`config.mk`:
```
export PLATFORM = sky130hd
export DESIGN_NAME = gmii_rx_frame
export DESIGN_NICKNAME = d
export VERILOG_FILES = /design/src/rtl/eth_pkg.sv /design/src/rtl/crc32_d8.sv /design/src/rtl/gmii_rx_frame.sv
export SDC_FILE = /design/constraint.sdc
export NUM_CORES = 1
export LEC_CHECK = 0
export BUFFER_PORTS_ARGS = -buffer_cell sky130_fd_sc_hd__buf_4
export CORE_ASPECT_RATIO = 0.6
export CORE_UTILIZATION = 50
export CTS_BUF_LIST = sky130_fd_sc_hd__clkbuf_16
export DETAILED_ROUTE_END_ITERATION = 8
export PLACE_DENSITY_LB_ADDON = 0.15
export SYNTH_ARGS = -nofsm -noshare
export SYNTH_HDL_FRONTEND = slang
export SYNTH_HIERARCHICAL = 1
export SYNTH_SLANG_ARGS = --single-unit
```
`constraint.sdc`:
```
create_clock -name clk -period 2.3 [get_ports clk]
set_input_delay 0.345 -clock clk [delete_from_list [all_inputs] [get_ports clk]]
set_output_delay 0.345 -clock clk [all_outputs]
set_load 0.01 [all_outputs]
```
`src/rtl/eth_pkg.sv`:
```
// Shared Ethernet receive constants: framing bytes, CRC-32 parameters, FSM encoding.
package eth_pkg;

  localparam logic [7:0]  PREAMBLE_BYTE = 8'h55;
  localparam logic [7:0]  SFD_BYTE      = 8'hD5;

  localparam logic [31:0] CRC_POLY      = 32'hEDB88320;
  localparam logic [31:0] CRC_INIT      = 32'hFFFFFFFF;
  localparam logic [31:0] CRC_RESIDUE   = 32'hDEBB20E3;

  // Receive FSM encoding
  localparam logic [2:0]  StIdle  = 3'd0;
  localparam logic [2:0]  StPre   = 3'd1;
  localparam logic [2:0]  StData  = 3'd2;
  localparam logic [2:0]  StAbort = 3'd3;
  localparam logic [2:0]  StDrop  = 3'd4;

endpackage

```
`src/rtl/crc32_d8.sv`:
```
// Combinational reflected CRC-32 update for one byte, LSB first.
module crc32_d8
  import eth_pkg::*;
(
  input  logic [31:0] crc_in,
  input  logic [7:0]  data,
  output logic [31:0] crc_out
);

  // Fold the byte in, then shift out eight bits one at a time
  always_comb begin
    crc_out = crc_in ^ {24'h000000, data};
    for (int i = 0; i < 8; i++) begin
      crc_out = crc_out[0] ? ((crc_out >> 1) ^ CRC_POLY) : (crc_out >> 1);
    end
  end

endmodule

```
`src/rtl/gmii_rx_frame.sv`:
```
// GMII receive framer: strips preamble/SFD, forwards payload, withholds and checks the FCS.
module gmii_rx_frame
  import eth_pkg::*;
#(
  parameter int unsigned MAX_LEN = 1518,
  parameter int unsigned MIN_LEN = 64
) (
  input  logic        clk,
  input  logic        rst_n,
  input  logic        gmii_rx_dv,
  input  logic [7:0]  gmii_rxd,
  output logic        out_valid,
  output logic [7:0]  out_data,
  output logic        out_sof,
  output logic        out_eof,
  output logic        frame_done,
  output logic [10:0] frame_len,
  output logic        crc_ok,
  output logic        len_err
);

  localparam logic [10:0] MaxLenP1 = 11'(MAX_LEN + 1);
  localparam logic [10:0] MinLen   = 11'(MIN_LEN);
  // Five bytes of delay: the newest four are the FCS candidate at frame end
  localparam logic [10:0] LineFull = 11'd5;

  logic [2:0]      state_q, state_d;
  logic [2:0]      pcnt_q, pcnt_d;
  logic [10:0]     bcnt_q, bcnt_d, bcnt_inc;
  logic [31:0]     crc_q, crc_d, crc_next;
  logic [4:0][7:0] line_q, line_d;

  logic        valid_d, sof_d, eof_d, done_d, crc_ok_d, len_err_d;
  logic [7:0]  data_d;
  logic [10:0] len_d;

  crc32_d8 u_crc (
    .crc_in  (crc_q),
    .data    (gmii_rxd),
    .crc_out (crc_next)
  );

  assign bcnt_inc = (bcnt_q == 11'h7FF) ? bcnt_q : bcnt_q + 11'd1;

  // Next-state, counters, delay line and the next value of every registered output
  always_comb begin
    state_d   = state_q;
    pcnt_d    = pcnt_q;
    bcnt_d    = bcnt_q;
    crc_d     = crc_q;
    line_d    = line_q;
    valid_d   = 1'b0;
    data_d    = 8'h00;
    sof_d     = 1'b0;
    eof_d     = 1'b0;
    done_d    = 1'b0;
    len_d     = 11'd0;
    crc_ok_d  = 1'b0;
    len_err_d = 1'b0;

    case (state_q)
      StIdle: begin
        if (gmii_rx_dv) begin
          if (gmii_rxd == PREAMBLE_BYTE) begin
            state_d = StPre;
            pcnt_d  = 3'd1;
          end else begin
            state_d = StDrop;
          end
        end
      end

      StPre: begin
        if (!gmii_rx_dv) begin
          state_d = StIdle;
        end else if (gmii_rxd == PREAMBLE_BYTE) begin
          pcnt_d = (pcnt_q == 3'd7) ? pcnt_q : pcnt_q + 3'd1;
        end else if (gmii_rxd == SFD_BYTE) begin
          state_d = StData;
          crc_d   = CRC_INIT;
          bcnt_d  = 11'd0;
        end else begin
          state_d = StDrop;
        end
      end

      StData: begin
        if (gmii_rx_dv) begin
          crc_d  = crc_next;
          bcnt_d = bcnt_inc;
          line_d = {line_q[3:0], gmii_rxd};
          if (bcnt_q >= LineFull) begin
            valid_d = 1'b1;
            data_d  = line_q[4];
            sof_d   = (bcnt_q == LineFull);
          end
          if (bcnt_inc == MaxLenP1) begin
            state_d = StAbort;
          end
        end else begin
          // Frame end: oldest byte is the last payload byte, the rest is FCS
          if (bcnt_q >= LineFull) begin
            valid_d = 1'b1;
            data_d  = line_q[4];
            sof_d   = (bcnt_q == LineFull);
            eof_d   = 1'b1;
          end
          done_d    = 1'b1;
          len_d     = bcnt_q;
          crc_ok_d  = (crc_q == CRC_RESIDUE);
          len_err_d = (bcnt_q < MinLen);
          line_d    = '0;
          state_d   = StIdle;
        end
      end

      StAbort: begin
        if (!gmii_rx_dv) begin
          done_d    = 1'b1;
          len_d     = bcnt_q;
          len_err_d = 1'b1;
          line_d    = '0;
          state_d   = StIdle;
        end
      end

      StDrop: begin
        if (!gmii_rx_dv) begin
          state_d = StIdle;
        end
      end

      default: state_d = StIdle;
    endcase
  end

  // State, CRC and delay-line registers
  always_ff @(posedge clk or negedge rst_n) begin
    if (!rst_n) begin
      state_q <= StIdle;
      pcnt_q  <= 3'd0;
      bcnt_q  <= 11'd0;
      crc_q   <= CRC_INIT;
      line_q  <= '0;
    end else begin
      state_q <= state_d;
      pcnt_q  <= pcnt_d;
      bcnt_q  <= bcnt_d;
      crc_q   <= crc_d;
      line_q  <= line_d;
    end
  end

  // Registered outputs
  always_ff @(posedge clk or negedge rst_n) begin
    if (!rst_n) begin
      out_valid  <= 1'b0;
      out_data   <= 8'h00;
      out_sof    <= 1'b0;
      out_eof    <= 1'b0;
      frame_done <= 1'b0;
      frame_len  <= 11'd0;
      crc_ok     <= 1'b0;
      len_err    <= 1'b0;
    end else begin
      out_valid  <= valid_d;
      out_data   <= data_d;
      out_sof    <= sof_d;
      out_eof    <= eof_d;
      frame_done <= done_d;
      frame_len  <= len_d;
      crc_ok     <= crc_ok_d;
      len_err    <= len_err_d;
    end
  end

endmodule

```
==> summary.md <==
| Metric | Value |
|---|---|
| Tightest Pin Transition | 647 ps |
| IO Pins | 36 |
| Hold Crit Endpoint | out_eof |
| Power per Cell Area | about 650 nW/um^2 |
| Worst Path Max Fanout | 4 |
| Core Area | roughly 11,000 sq um |
| Clk sink count | ~110 |
| Vias in the first global route | 3,532 |
| CTS tree | done |
| Clock Tree Root | clkbuf_16 |
| Site Rows | 29 |
| Hold-fix buffers at CTS | 1 |
| Post-CTS Setup Bufs | 0 |
| Most common cell in the netlist | dfrtp_1 |
| Clk_lat worst skew | 350 ps |
| Synth top area cells | dfrtp_1, dfstp_2, a22o_1, o22a_1, xnor2_1 |
| CP Launch Type | flip-flop |
| CTS max path bufs | 2 |
| Ys flop type | dfrtp_1 |
| LEAKAGE | around 0.0029 uW |
| YS warnings | 6 |
| CTS H-tree lvls | 3 |
| Share of layout cells above drive strength 1 | 0.272 |
| Mapped Nets | between 400 and 500 |
| Die X | approximately 140 um |
| Worst ir drop on vdd | about 400 uV |
| TritonCTS Buffers | 9 |
| Power Total | between 4000 and 5000 uW |
| Hold Crit Depth | 2 |
| Post-route ant nets | 0 |
| Reg2reg end | crc_q[24] |
| Top cells by count, synth | dfrtp_1, a22o_1, dfstp_2, o22a_1, xnor2_1 |
| Status | finished clean |
| Max Slew Vio Count | 0 |
| CP startpoint | crc_q[2] |
| Sequential Power Share | 0.477 |
| Final nets | ~480 |
| Die area | roughly 11,000 sq um |
| Int Pwr | 3210 uW |
| Critical Path RT | roughly 2600 ps |
| Comb pwr share | 0.087 |
| Setup CP Type | flip-flop to flip-flop |
| Post-synthesis cell type count | between 50 and 60 |
| Synth area leader | dfrtp_1 |
| Worst Skew | ~6 ps |
| Finish-stage setup viols | 0 |
| Clk pwr share | 0.436 |
| Antenna violations before repair | 0 |
| Clock slew at reported path FFs | 70 ps |
| DR vias/cell | about 5.9 |
| First-pass GRT wire length | 19,600 um |
| EDFF count, synth | 0 |
| Rel. slew slack | 0.565 |
| Vias post-DR | about 3,600 |
| Register area share after synthesis | 0.518 |
| Sw Ratio | 0.218 |
| Seq cells post-synth | 111 |
| Worst min-delay path class | input pin to flip-flop |
| Post-synth top area share | 0.363 |
| DR WL met2 | 5090 um |
| Avg WL per Cell | approximately 19 um |
| Starting density of the core | 0.515 |
| GP Congestion | between 0.8 and 0.9 |
| Mapped Cells | 422 |
| Peak Freq | roughly 460 MHz |
| Fin crit period | 2200 ps |
| Gr ovfl total | 0 |
| Post-CTS resize count | 0 |
| Reg2Reg Depth | 4 |
| Largest net degree at the start of global routing | 50 |
| Period utilization | 0.955 |
| Die H | roughly 83 um |
| Worst R2R Setup Slack | a little over 100 ps |
| Critical path arrival | between 2000 and 2500 ps |
| DRC viols | 0 |
| Cell area after synthesis | 5440 sq um |
| Critical R2R Launch | crc_q[2] |
| IO buf count | 35 |
| Sw power | approximately 890 uW |
| Setup repair after global routing missed its margin | false |
| DRT Wirelength | approximately 12,000 um |
| Syn-to-layout area delta | 16.1% |
| First-pass DRT Iterations | 5 |
| Post-DP HPWL | 7970 um |
| Worst Setup End Kind | flip-flop |
| Wl on met1 | 5930 um |
| N_diodes | 0 |
| Hold_sp | gmii_rx_dv |
| Highest Signal Layer | met4 |
| Met3 WL | 595 um |
| Initial drt markers | about 270 |
| Final hold vios | 0 |
| Total GRT Usage | 0.229 |
| Setup_tns | 0 ps |
| Syn avg cell area | between 10 and 15 sq um |
| Max-cap viol count | 0 |
| Asr flop ratio synth | 1.00 |
-- sequential cells by signal (all words and copies together), names as in the netlist, 3 cells and up --
signal,cells
line_q,40
bcnt_q,11
out_data,8
state_q,3
crc_q,32
frame_len,11
-- routing by layer --
layer  track usage  vias to the layer above
met5             0                        -
met3        0.0568                        9
met1         0.355                     1826
li1              -                     1638
met2         0.321                      117
met4        0.0545                        0
-- layout by cell type (no fill, tap or decap), types with 4 or more instances in the layout --
| cell type | count |
|---|---|
| a21o_1 | 4 |
| nand4b_1 | 4 |
| and2_1 | 19 |
| xnor2_1 | 31 |
| o22a_1 | 32 |
| a22o_1 | 40 |
| xnor2_2 | 6 |
| a21oi_1 | 10 |
| nand2_1 | 15 |
| dfstp_2 | 32 |
| xor2_1 | 9 |
| xor3_1 | 5 |
| nand3_1 | 5 |
| dfrtp_1 | 79 |
| a31oi_1 | 6 |
| buf_4 | 57 |
| xnor3_1 | 10 |
| nor2_1 | 8 |
| inv_1 | 4 |
| clkbuf_16 | 9 |
| o21ai_0 | 17 |
-- worst max path at each step --
stage                     end  slack, ps  depth (start not counted)
floorplan           crc_q[24]        230                          4
global placement    crc_q[24]        160                          4
detailed placement  crc_q[24]        120                          4
CTS                 crc_q[24]         90                          4
global route           crc_ok         30                          5
finish              crc_q[24]        100                          4
-- power groups by stage --
stage / logic (uW) / registers [uW] / clock network, uW
final: 358 / 1960 / 1790
after global routing: 384 / 1960 / 1910
after CTS: 361 / 1960 / 1820
after detailed placement: 356 / 1990 / 0
after global placement: 353 / 1990 / 0
after floorplan: 231 / 1990 / 0
-- logic make-up (layout without fill, tap and decap cells) --
family                     Yosys count  in the layout  share of synthesized area
AOI/OAI and AO/OA                  122            122                      0.174
xor gates and xnor gates            67             67                      0.171
adders and majority gates            2              2                    0.00460
buffers and inverters               33             81                     0.0281
DFF                                111            111                      0.518
muxes                                2              2                    0.00368
and+or+nand+nor                     85             85                      0.101
-- stage by stage --
stage	util	worst slack [ps]	cells	hold WS [ps]	instance area [sq um]
6_report	0.599	103	609	206	6320
2_1_floorplan	-	233	422	49.4	5440
3_3_place_gp	0.565	163	592	356	5970
4_1_cts	0.599	90.4	609	207	6320
3_5_place_dp	0.565	116	592	358	5970
5_1_grt	0.599	26.8	609	207	6320
-- layout make-up --
class | instances | area [sq um]
fill | 854 | 4240
clock inverter | 7 | 119
sequential | 111 | 2820
multi-input combinational | 278 | 2470
inverter | 4 | 15.0
timing repair buffer | 61 | 498
clock buffer | 9 | 225
tap | 139 | 174
-- critical path: stages, from the launching register on --
cell,delay [ps]
dfstp_2,570
xor2_1,330
xnor3_2,550
xnor3_4,450
o22a_1,230
Power figures use the tool's default switching activity.
